**config.mk**
```make
export PLATFORM = sky130hd
export DESIGN_NAME = storage_arbiter
export DESIGN_NICKNAME = d
export VERILOG_FILES = /design/src/rtl/storage_pkg.sv /design/src/rtl/storage_rr_arb.sv /design/src/rtl/storage_arbiter.sv
export SDC_FILE = /design/constraint.sdc
export NUM_CORES = 1
export LEC_CHECK = 0
export BUFFER_PORTS_ARGS = -buffer_cell sky130_fd_sc_hd__buf_4
export CAP_MARGIN = 20
export CORE_AREA = 2 2 98 100
export DETAILED_ROUTE_END_ITERATION = 8
export DIE_AREA = 0 0 100 102
export PLACE_DENSITY = 0.89
export SYNTH_ARGS = -nofsm -noshare
export SYNTH_HDL_FRONTEND = slang
export SYNTH_HIERARCHICAL = 1
export SYNTH_SLANG_ARGS = --single-unit
```
**constraint.sdc**
```tcl
create_clock -name mgmt_clk -period 7.75 [get_ports mgmt_clk]
set_input_delay 0.775 -clock mgmt_clk [delete_from_list [all_inputs] [get_ports mgmt_clk]]
set_output_delay 0.775 -clock mgmt_clk [all_outputs]
set_load 0.005 [all_outputs]
```
**src/rtl/storage_pkg.sv**
```systemverilog
// storage_pkg: shared SRAM geometry and the response tag carried down the
// arbiter's read pipeline.
package storage_pkg;

    localparam int ROW_W  = 8;
    localparam int DATA_W = 32;
    localparam int MASK_W = 4;
    localparam int BLK_W  = 8;

    typedef struct packed {
        logic             id;
        logic [BLK_W-1:0] block;
        logic             err;
        logic             is_write;
    } rsp_tag_t;

endpackage

```
**src/rtl/storage_rr_arb.sv**
```systemverilog
// storage_rr_arb: two-way round-robin grant; the pointer moves to the loser
// only after a contested grant is taken.
module storage_rr_arb (
    input  logic       clk,
    input  logic       rst,
    input  logic [1:0] req,
    input  logic       update,
    output logic [1:0] grant
);

    logic ptr;

    always_comb grant = (&req) ? {ptr, ~ptr} : req;

    always_ff @(posedge clk or posedge rst)
        if (rst)
            ptr <= 1'b0;
        else if (update && &req)
            ptr <= grant[0];

endmodule

```
**src/rtl/storage_arbiter.sv**
```systemverilog
// storage_arbiter: two requesters share BLOCKS 32x256 SRAMs, fixed 3-edge response.
// Define STORAGE_ARB_RANGE_CHECK_EN to flag out-of-range addresses instead of aliasing.
module storage_arbiter
    import storage_pkg::*;
#(
    parameter int BLOCKS = 2,
    parameter int ADDR_W = 10
) (
    input  logic                       mgmt_clk,
    input  logic                       mgmt_rst,
    input  logic [1:0]                 req_valid,
    output logic [1:0]                 req_ready,
    input  logic [1:0]                 req_we,
    input  logic [2*MASK_W-1:0]        req_wmask,
    input  logic [2*ADDR_W-1:0]        req_addr,
    input  logic [2*DATA_W-1:0]        req_wdata,
    output logic [1:0]                 rsp_valid,
    output logic                       rsp_err,
    output logic [DATA_W-1:0]          rsp_rdata,
    output logic [BLOCKS-1:0]          mgmt_ena,
    output logic [BLOCKS-1:0]          mgmt_wen,
    output logic [MASK_W*BLOCKS-1:0]   mgmt_wen_mask,
    output logic [ROW_W-1:0]           mgmt_addr,
    output logic [DATA_W-1:0]          mgmt_wdata,
    input  logic [DATA_W*BLOCKS-1:0]   mgmt_rdata
);

    localparam int SEL_W = BLOCKS > 1 ? $clog2(BLOCKS) : 1;
    localparam int HI    = ROW_W + $clog2(BLOCKS);
    localparam int MW    = MASK_W * BLOCKS;

    logic [1:0]          grant;
    logic                id, we, err, go;
    logic [ADDR_W-1:0]   addr;
    logic [SEL_W-1:0]    blk;
    logic [MASK_W-1:0]   wmask;
    logic [DATA_W-1:0]   wdata;
    logic [BLOCKS-1:0]   ena_n, wen_n;
    logic [MW-1:0]       mask_n;
    logic [ROW_W-1:0]    addr_n;
    logic [DATA_W-1:0]   wdata_n;
    rsp_tag_t            tag_n, s1, s2;
    logic                s1_v, s2_v;

    storage_rr_arb u_arb (
        .clk    (mgmt_clk),
        .rst    (mgmt_rst),
        .req    (req_valid),
        .update (|grant),
        .grant  (grant)
    );

    assign req_ready = grant;

    always_comb begin
        id    = grant[1];
        addr  = id ? req_addr[2*ADDR_W-1:ADDR_W] : req_addr[ADDR_W-1:0];
        we    = id ? req_we[1] : req_we[0];
        wmask = id ? req_wmask[2*MASK_W-1:MASK_W] : req_wmask[MASK_W-1:0];
        wdata = id ? req_wdata[2*DATA_W-1:DATA_W] : req_wdata[DATA_W-1:0];
        blk   = BLOCKS > 1 ? addr[ROW_W +: SEL_W] : '0;
    end

`ifdef STORAGE_ARB_RANGE_CHECK_EN
    assign err = (|(addr >> HI)) || (int'(blk) >= BLOCKS);
`else
    logic unused_hi;
    assign err       = 1'b0;
    assign unused_hi = ^(addr >> HI);
`endif

    // An erroring command still occupies a slot but leaves the SRAMs idle.
    always_comb begin
        go      = |grant && !err;
        ena_n   = ~(BLOCKS'(go) << blk);
        wen_n   = ~(BLOCKS'(go && we) << blk);
        mask_n  = MW'({MASK_W{go && we}} & wmask) << (MASK_W * int'(blk));
        addr_n  = go ? addr[ROW_W-1:0] : '0;
        wdata_n = (go && we) ? wdata : '0;
        tag_n   = '{id: id, block: BLK_W'(blk), err: err, is_write: we};
    end

    always_ff @(posedge mgmt_clk or posedge mgmt_rst)
        if (mgmt_rst) begin
            mgmt_ena      <= '1;
            mgmt_wen      <= '1;
            mgmt_wen_mask <= '0;
            mgmt_addr     <= '0;
            mgmt_wdata    <= '0;
            s1_v          <= 1'b0;
            s1            <= '0;
            s2_v          <= 1'b0;
            s2            <= '0;
            rsp_valid     <= '0;
            rsp_err       <= 1'b0;
            rsp_rdata     <= '0;
        end else begin
            mgmt_ena      <= ena_n;
            mgmt_wen      <= wen_n;
            mgmt_wen_mask <= mask_n;
            mgmt_addr     <= addr_n;
            mgmt_wdata    <= wdata_n;
            s1_v          <= |grant;
            s1            <= tag_n;
            s2_v          <= s1_v;
            s2            <= s1;
            rsp_valid     <= s2_v ? (2'b01 << s2.id) : 2'b00;
            rsp_err       <= s2_v && s2.err;
            rsp_rdata     <= (s2_v && !s2.err && !s2.is_write) ? mgmt_rdata[DATA_W*s2.block +: DATA_W] : '0;
        end

endmodule

```
# Word level (Yosys, flattened, before mapping)
# Index checks and enable logic that the tools add are counted.
[op_classes]
shifts = 5
n_mux = 9
bitwise_logic = 4
n_reduce_logical = 6
[op_table]
columns = ["cell", "count"]
rows = [
  ["$mux 32", 3],
  ["$shiftx 64x7->32", 1],
  ["$mux 9", 1],
  ["$mux 8", 1],
  ["$shl 4x3->8", 1],
  ["$and 4x4->4", 1],
  ["$mux 2", 2],
  ["$mux 4", 1],
  ["$not 2->2", 2],
  ["$shl 1x1->2", 2],
  ["$logic_and 1x1->1", 3],
  ["$reduce_and 2->1", 1],
  ["$reduce_or 2->1", 1],
  ["$shl 1x1->2 const A", 1],
  ["$logic_not 1->1", 1],
  ["$mux 1", 1],
  ["$not 1->1", 1],
]
[word_totals]
reg_bits = 95
out_inout_bits = 89
wordCells = 40

# Logic depth before layout (Yosys ltp)
# Gate-level depths: netlist (run 1).
[logic_depth]
word_depth = 6
ltp_mapped = 7
depth_no_buf = 5

# By module
# The synthesis (run 1) kept the hierarchy.
[modules_own_cells]
columns = ["mod", "instances", "cells_each", "area_per_inst_um2"]
rows = [
  ["storage_arbiter", 1, 283, 3742.3],
  ["storage_rr_arb", 1, 7, 61.3],
]

# Worst setup path after synthesis (run 1)
# Ideal clock, no wire load.
[synth_path]
path_type = "in2out"
from = "in req_valid[0]"
to = "out req_ready[0]"
arrival_ps = 1452
slack_ps = 5523
path_stages = 1
path_cell_list = "a21boi_0"
[synth_via]
elab_chain_len = 2
[synth_rtl]
columns = ["item", "line_no", "source"]
rows = [
  ["start: declaration", "storage_arbiter.sv:11", "input logic [1:0] req_valid,"],
  ["$reduce_and 2->1", "storage_rr_arb.sv:13", "always_comb grant = (&req) ? {ptr, ~ptr} : req;"],
  ["$mux 2 *", "storage_rr_arb.sv:13", ""],
  ["end: declaration", "storage_arbiter.sv:12", "output logic [1:0] req_ready,"],
]
# Mark *: on every way between the ends. The rest lies on a longest branch, timed or not.

# Final worst setup path (run 1)
[layout_path]
from = "in req_valid[0]"
to = "out req_ready[1]"
[layout_via]
elab_chain_len = 2
[layout_rtl]
columns = ["item", "line_no"]
rows = [
  ["$reduce_and 2->1", "storage_rr_arb.sv:13"],
  ["$mux 2", "storage_rr_arb.sv:13"],
]
# No other way between the ends.

==> out/summary.txt, run 1 <==
post-CTS resize count: 0
drt first-iter violations: 50
clock tree buffer depth: 2
synth unique cells: 26
antenna diode count: 0
dpl cells: 630
worst skew pair latency: 0.36 ns
GRT Util Overall: 0.198
gpl congestion: 0.758
Mapped Cells: 290
Slew HR: 0.283
Routed WL: 10400 µm
hold bufs inserted after CTS: 0
Vias: 3138
Row Count: 35
DRT Pass-1 Iters: 4
Max Fclk: 0.370 GHz
sw power: 0.000372 W
first-pass GRT wire length: 15500 µm
final hold vios: 0
number of global-route vias before repair: 3259
non-filler cells in the finished layout: 647
slowest stage delay, CP: 0.63 ns
yosys warns: 6
Die H: 102 µm
IO buf count: 247
largest net degree at the start of global routing: 60
Yosys top cell by area: dfrtp_1
setup TNS: 0 ns
initial antenna violation count: 0
Internal: 0.000928 W
Worst-path clk slew: 0.11 ns
Least-Margin Pin Slew: 1.07 ns
setup bufs post-CTS: 0
Setup Skew: 0.0162 ns
CP required: 6.97 ns
Syn Area/Cell: 13.1 µm²
Syn Nets: 452
CP Cell Sequence: buf_4, a21boi_4, buf_4, buf_4
CP max FO: 55
Final Cycle Share: 0.349
Clk pwr share: 0.265
Via density: 4.85
remaining antenna violation count: 0
Worst path slowest cell: buf_4
share of cells above drive strength 1: 0.519
DRC: 0
RSZ-0062 raised after global routing: no
Seq pwr share: 0.466
I/O pin count: 251
total power: 0.00130 W
share of the synthesized area in the top cell type: 0.599
total gr overflow: 0
worst hold path class: input port to async pin
sequential-to-total area share from yosys stat: 0.626
Area growth syn-to-layout: 55.1%
TritonCTS Buffers: 9
final-report setup violation count: 0
final layout net count: 693
status: complete, no violations
core area: 9110 µm²
Setup Crit Path Kind: input port to output pin
die area: 10200 µm²
routed len/inst: 16.1 µm
Max-cap violations: 0
Final Critical Period: 2.70 ns
Initial Utilization: 0.418
clk sinks: 95
max-slew violation count: 0
Crit path arrival time: 1.93 ns
Root Buffer: clkbuf_8
Logic pwr share: 0.269
Static Leak: 3.20 nW
synthesized area: 3800 µm²
Setup crit start kind: input port
TritonCTS clock tree: yes
WHS: 0.255 ns
VDD IR-drop max: 0.0974 mV
CP Capture Type: output pin
synth top area cells: dfrtp_1, mux2i_1, a21oi_1
synthesis-stage register bit count: 95
Max H-tree Level: 3
Switching Fraction: 0.286
DP HPWL: 7970 µm
Die Wd: 100 µm
cell mode on critical path: buf_4
power density over the cells: 220 nW/µm²
-- per-layer routing --
metal	share of wire	vias to the layer above	GRT usage	wire (µm)
met3	0.11	21	0.0937	1190
met1	0.35	1479	0.207	3620
met5	0	-	0	0
met2	0.52	164	0.355	5420
li1	-	1474	-	-
met4	0.020	0	0.0611	212
-- cells in the final DEF, fill, tap and decap left out, drive strengths merged --
cell	count
nand4b	1
or2	1
clkinvlp	1
a22o	8
and2	3
mux2	1
a21boi	2
nand2b	2
o21ai	1
dfstp	4
a21oi	40
nand3b	2
dfrtp	91
buf	251
inv	8
conb	1
nand3	2
nand4bb	1
nor2b	2
clkinv	1
xnor2	1
clkbuf	9
bufinv	1
mux2i	68
nor2	32
nand2	2
-- Yosys cell counts (all sizes together) --
cell type	count
nand3	2
buf	18
or2	1
nand3b	2
nor2	32
nand4b	1
mux2	1
dfstp	4
nand2b	2
a21oi	40
conb	1
o21ai	1
nand2	2
nand4bb	1
nor2b	2
dfrtp	91
a21boi	2
inv	4
a22o	8
and2	3
xnor2	1
clkbuf	3
mux2i	68
-- stage by stage --
stage / utilization / setup WS, ns / cell area, µm²
after floorplan: - / 4.53 / 3800
after global placement: 0.623 / 5.07 / 5670
after detailed placement: 0.623 / 5.02 / 5670
after CTS: 0.646 / 5.03 / 5880
after global routing: 0.648 / 4.96 / 5900
final: 0.648 / 5.05 / 5900
-- path summary, 6_finish.rpt --
| path | start | endpoint | slack, ns | cells after the start |
|---|---|---|---|---|
| max | req_valid[0] | req_ready[1] | 5.05 | 4 |
| min reg2reg | s1[2] | s2[2] | 0.35 | 0 |
| min in group mgmt_clk | s1[2] | s2[2] | 0.35 | 0 |
| min | mgmt_rst | u_arb/ptr | 0.25 | 2 |
| max reg2reg | u_arb/ptr | mgmt_wdata[24] | 5.67 | 5 |
| max in group asynchronous | mgmt_rst | s2[2] | 6.19 | 3 |
-- state kept, by name, indices dropped and copies added, names as in the netlist, 2 cells and up --
register       count
mgmt_wdata        32
mgmt_wen           2
rsp_valid          2
mgmt_ena           2
mgmt_wen_mask      8
s1                 3
mgmt_addr          8
s2                 3
rsp_rdata         32
-- kinds of logic (layout without fill, tap and decap cells) --
logic type | count (synthesis) | count (layout) | share of synthesized area
muxes | 69 | 69 | 0.182
DFF | 95 | 95 | 0.626
other | 1 | 1 | 0.000986
xor gates and xnor gates | 1 | 1 | 0.00230
and+or+nand+nor | 48 | 48 | 0.0658
buffers and inverters | 25 | 271 | 0.0464
AOI/OAI and AO/OA | 51 | 51 | 0.0763
-- critical path, delay by kind of cell --
family,cells,cell delay [ns]
buffers and inverters,3,1.00
AOI/OAI and AO/OA,1,0.15
-- area by class of cell --
cell class / instances / area [µm²]
clock inverters: 7 / 86.3
inverters: 4 / 17.5
well taps: 111 / 139
repair buffers: 251 / 1890
clock buffers: 9 / 124
flip-flops and latches: 95 / 2380
fillers: 713 / 3210
multi-input cells: 170 / 1260
-- power groups by stage --
stage	Clock (W)	Sequential (W)	Combinational, W
floorplan	0	0.000609	0.000166
global placement	0	0.000612	0.000342
detailed placement	0	0.000616	0.000351
CTS	0.000355	0.000607	0.000352
global route	0.000383	0.000614	0.000380
finish	0.000344	0.000606	0.000350
No activity file was read; power rests on OpenSTA's default activity.
==> run 2: changes to the inputs <==
- ABC_AREA: unset -> 1
- CORE_AREA: 2 2 98 100 -> unset
- CORE_ASPECT_RATIO: unset -> 1.25
- CORE_MARGIN: unset -> 2
- CORE_UTILIZATION: unset -> 38
- DIE_AREA: 0 0 100 102 -> unset
- PLACE_DENSITY: 0.89 -> 0.85
- clock period: 7.75 -> 2.2 ns (I/O delays scaled with it)
==> out/summary.txt, run 2 <==
Setup Crit Path Kind: register to output pin
Max H-tree Level: 3
Vias: 3554
slowest stage delay, CP: 0.40 ns
Mapped Cells: 393
sequential-to-total area share from yosys stat: 0.620
XOR/XNOR Fraction of Synth Area: 0
adder-cell area share of the yosys netlist: 0
top-count cell post-synth: nand2_1
synthesized area: 3840 µm²
number of flops mapped to enable cells by yosys: 0
synthesis-stage register bit count: 95
worst hold path class: input port to register
Worst path top cell family by delay: buffers and inverters
Die Wd: 94.0 µm
drt first-iter violations: 157
DRT Pass-1 Iters: 5
setup bufs post-CTS: 0
cell mode on critical path: buf_4
Compound-Gate Fraction of Synth Area: 0.132
Worst Hold Path EP: mgmt_addr[1]
CP Cell Sequence: inv_1, a21boi_4, buf_4, buf_4
RSZ-0062 raised after global routing: no
Final Cycle Share: 0.841
Row Count: 41
Setup crit start kind: register
routed len/inst: 14.3 µm
Routed WL: 11000 µm
Syn Nets: 555
Max-cap violations: 0
Area growth syn-to-layout: 59.2%
max-slew violation count: 0
share of cells above drive strength 1: 0.493
share of the synthesized area in the top cell type: 0.592
yosys warns: 6
Final Critical Period: 1.85 ns
mux share of post-synthesis cell area: 0
number of global-route vias before repair: 3237
crit path buf inv count: 3
Syn Area/Cell: 9.78 µm²
Worst path slowest cell: buf_4
die area: 10900 µm²
worst skew pair latency: 0.33 ns
DP HPWL: 8420 µm
antenna diode count: 0
I/O pin count: 251
synth top area cells: dfrtp_1, nand2_1, a21oi_2
synth unique cells: 23
CP required: 1.98 ns
HP Start: req_addr[11]
total gr overflow: 0
Static Leak: 3.28 nW
Least-Margin Pin Slew: 0.807 ns
Post-synth top cells: nand2_1, dfrtp_1, a21oi_1, a21oi_2, inv_1
Hold Path Depth: 3
Initial Utilization: 0.386
power density over the cells: 814 nW/µm²
setup TNS: 0 ns
reg2reg path depth: 5
CP Capture Type: output pin
GRT Util Overall: 0.187
initial antenna violation count: 0
Worst-path clk slew: 0.07 ns
Slew HR: 0.461
first-pass GRT wire length: 15500 µm
Via density: 4.63
R2R setup slack: 0.56 ns
TritonCTS Buffers: 9
clk sinks: 95
Max Fclk: 0.541 GHz
post-CTS resize count: 0
core area: 9950 µm²
Setup Skew: 0.00777 ns
Yosys top cell by area: dfrtp_1
non-filler cells in the finished layout: 768
ys async rst share: 1.00
TritonCTS clock tree: yes
dpl cells: 750
hold bufs inserted after CTS: 1
largest net degree at the start of global routing: 58
final-report setup violation count: 0
FF-to-FF Start: u_arb/ptr
Crit path arrival time: 1.63 ns
IO buf count: 247
most frequent cells in the layout: buf_4, nand2_1, dfrtp_1, a21oi_1, a21oi_2
final hold vios: 0
largest family of logic cells by synthesized area: simple AND/OR/NAND/NOR gates
top_reg_cell synth: dfrtp_1
commonest non-fill, non-tap cell in the layout: buf_4
Die H: 116 µm
DRC: 0
Post-Synth Simple-Gate Area: 0.185
status: complete, no violations
reg2reg end: mgmt_wdata[13]
gpl congestion: 0.759
final layout net count: 796
clock tree buffer depth: 2
VDD IR-drop max: 0.502 mV
Root Buffer: clkbuf_16
CP max FO: 39
largest registers: mgmt_wdata x32, rsp_rdata x32
remaining antenna violation count: 0
-- run 2: area by class of cell --
type	count	area [µm²]
Clock buffer	9	225
Clock inverter	7	97.6
Fill cell	811	3830
Inverter	15	60.1
Multi-Input combinational cell	257	1240
Sequential cell	95	2380
Tap cell	129	161
Timing Repair Buffer	256	1960
-- run 2: worst min-delay path: cells and delay by family --
kind	cells	cell delay [ns]
buffers and inverters	2	0.12
AO/OA/AOI/OAI	1	0.06
-- run 2: how the worst max path moves through the flow --
| stage | startpoint | slack (ns) | to | cells past startpoint |
|---|---|---|---|---|
| 6_report | u_arb/ptr | 0.35 | req_ready[1] | 4 |
| 5_1_grt | u_arb/ptr | 0.28 | req_ready[1] | 4 |
| 4_1_cts | u_arb/ptr | 0.34 | req_ready[1] | 4 |
| 3_5_place_dp | s2_v | 0.59 | rsp_rdata[18] | 3 |
| 3_3_place_gp | u_arb/ptr | 0.67 | mgmt_wdata[31] | 5 |
| 2_1_floorplan | u_arb/ptr | 0.70 | mgmt_wen_mask[0] | 6 |
-- run 2: metal layers --
metal	part of all wire	up-vias	global-route usage
li1	-	1708	-
met1	0.38	1627	0.212
met2	0.50	203	0.328
met3	0.10	16	0.0645
met4	0.016	0	0.0647
met5	0	-	0
-- run 2: logic make-up after synthesis --
family,after synthesis
simple gates,178
flops,95
compound gates,78
buf+inv,41
other cells,1
-- run 2: where the power goes --
part	internal, W	leakage, nW	switching (W)
clock network	0.000997	0.152	0.000640
registers	0.00199	1.24	0.0000749
logic	0.000626	1.89	0.000654
total	0.00361	3.28	0.00137
-- run 2: per-stage QoR --
step	hold WS, ns	worst slack [ns]	cell area [µm²]	total power, W	util
after floorplan	-0.0513	0.702	3850	0.00270	-
after global placement	0.0874	0.668	5760	0.00332	0.579
after detailed placement	0.0868	0.592	5760	0.00336	0.579
after CTS	0.0834	0.340	6090	0.00502	0.612
after global routing	0.0906	0.279	6120	0.00525	0.615
final	0.0939	0.351	6120	0.00498	0.615
==> run 3: changes to the inputs <==
- CORE_UTILIZATION: 38 -> 42
- PLACE_DENSITY: 0.85 -> 0.89
- clock period: 2.2 -> 1.8 ns (I/O delays scaled with it)
==> out/summary.txt, run 3 (same netlist as run 2, synthesis figures left out) <==
Vias: 3542
Max Fclk: 0.597 GHz
power density over the cells: 989 nW/µm²
clk sinks: 95
CP Cell Sequence: inv_1, a21boi_4, buf_6, buf_4
Clk pwr share: 0.318
Die H: 111 µm
die area: 9940 µm²
setup TNS: 0 ns
FF/Latch Area: 2380 µm²
worst hold path class: input port to register
total gr overflow: 0
worst skew pair latency: 0.34 ns
DRT Pass-1 Iters: 4
Design Area, Final: 6120 µm²
final layout net count: 797
IO buf count: 247
Internal: 0.00431 W
TritonCTS clock tree: yes
GRT Util Overall: 0.229
Final Critical Period: 1.67 ns
initial antenna violation count: 0
slowest stage delay, CP: 0.37 ns
Switching Fraction: 0.289
Logic pwr share: 0.263
largest registers: mgmt_wdata x32, rsp_rdata x32
clock tree buffer depth: 2
first-pass GRT wire length: 16900 µm
status: complete, no violations
Max H-tree Level: 3
DRC: 0
largest net degree at the start of global routing: 57
Filler cells: 669
CP required: 1.62 ns
Setup crit start kind: register
final hold vios: 0
placement-stage cell area: 5770 µm²
Area growth syn-to-layout: 59.1%
Seq pwr share: 0.419
antenna diode count: 0
routed len/inst: 15.3 µm
Setup Skew: 0.00590 ns
Via density: 4.64
commonest non-fill, non-tap cell in the layout: buf_4
remaining antenna violation count: 0
sw power: 0.00175 W
most frequent cells in the layout: buf_4, nand2_1, dfrtp_1, a21oi_1, a21oi_2
Initial Utilization: 0.426
max-slew violation count: 0
CP max FO: 42
Static Leak: 3.28 nW
Final Cycle Share: 0.930
setup bufs post-CTS: 0
final-report setup violation count: 0
Crit path arrival time: 1.49 ns
DP HPWL: 8780 µm
Root Buffer: clkbuf_16
Worst-path clk slew: 0.07 ns
RSZ-0062 raised after global routing: no
Setup Crit Path Kind: register to output pin
Worst path slowest cell: dfrtp_1
CP Capture Type: output pin
Row Count: 39
Die Wd: 89.6 µm
multi-input logic area: 1240 µm²
Max-cap violations: 0
share of cells above drive strength 1: 0.494
core area: 9030 µm²
Routed WL: 11700 µm
I/O pin count: 251
gpl congestion: 0.797
drt first-iter violations: 128
TritonCTS Buffers: 9
number of global-route vias before repair: 3530
VDD IR-drop max: 0.494 mV
run 3: layer usage:
metal	share of wire	GRT usage
met5	0	0
met4	0.029	0.102
met3	0.12	0.0894
met2	0.50	0.390
met1	0.35	0.243
run 3: final cells by class:
type | count | area share
clock buffer | 9 | 0.0368
clock inverter | 7 | 0.0129
inverter | 15 | 0.00982
multi-input combinational | 257 | 0.202
sequential | 95 | 0.389
tap | 123 | 0.0252
timing repair buffer | 257 | 0.324
run 3: final timing paths:
path                       slack (ns)                to  cells past startpoint         start
max                              0.13      req_ready[1]                      4     u_arb/ptr
min                              0.05      mgmt_addr[2]                      3  req_addr[12]
max reg2reg                      0.15  mgmt_wen_mask[6]                      7     u_arb/ptr
min reg2reg                      0.34             s2[2]                      0         s1[2]
max in group asynchronous        0.85    mgmt_wdata[24]                      4      mgmt_rst
min in group asynchronous        0.27         u_arb/ptr                      3      mgmt_rst
run 3: worst max-delay path, delay by kind of cell (launching register included):
| family | cells | cell delay [ns] |
|---|---|---|
| flip-flops | 1 | 0.37 |
| buffers and inverters | 3 | 0.57 |
| AO/OA/AOI/OAI | 1 | 0.19 |
run 3: power by group through the flow:
stage               Combinational (W)  Sequential [W]  Clock, W
global route                  0.00175         0.00256   0.00204
global placement              0.00153         0.00256         0
finish                        0.00159         0.00253   0.00192
detailed placement            0.00157         0.00257         0
floorplan                    0.000713         0.00259         0
CTS                           0.00159         0.00254   0.00196
run 3: through the flow:
| step | utilization | hold slack [ns] | worst slack, ns | instances | total power, W |
|---|---|---|---|---|---|
| 2_1_floorplan | - | -0.0913 | 0.302 | 393 | 0.00330 |
| 3_3_place_gp | 0.639 | 0.0503 | 0.243 | 745 | 0.00409 |
| 3_5_place_dp | 0.639 | 0.0588 | 0.125 | 745 | 0.00415 |
| 4_1_cts | 0.674 | 0.0444 | 0.0195 | 762 | 0.00609 |
| 5_1_grt | 0.678 | 0.0697 | 0.00159 | 763 | 0.00635 |
| 6_report | 0.678 | 0.0521 | 0.126 | 763 | 0.00605 |
run 3: timing repair:
| action | CTS | global route |
|---|---|---|
| hold endpoints to repair | 53 | 0 |
| resized for setup | 0 | 1 |
| hold buffers | 1 | 0 |
| setup endpoints to repair | 0 | 5 |
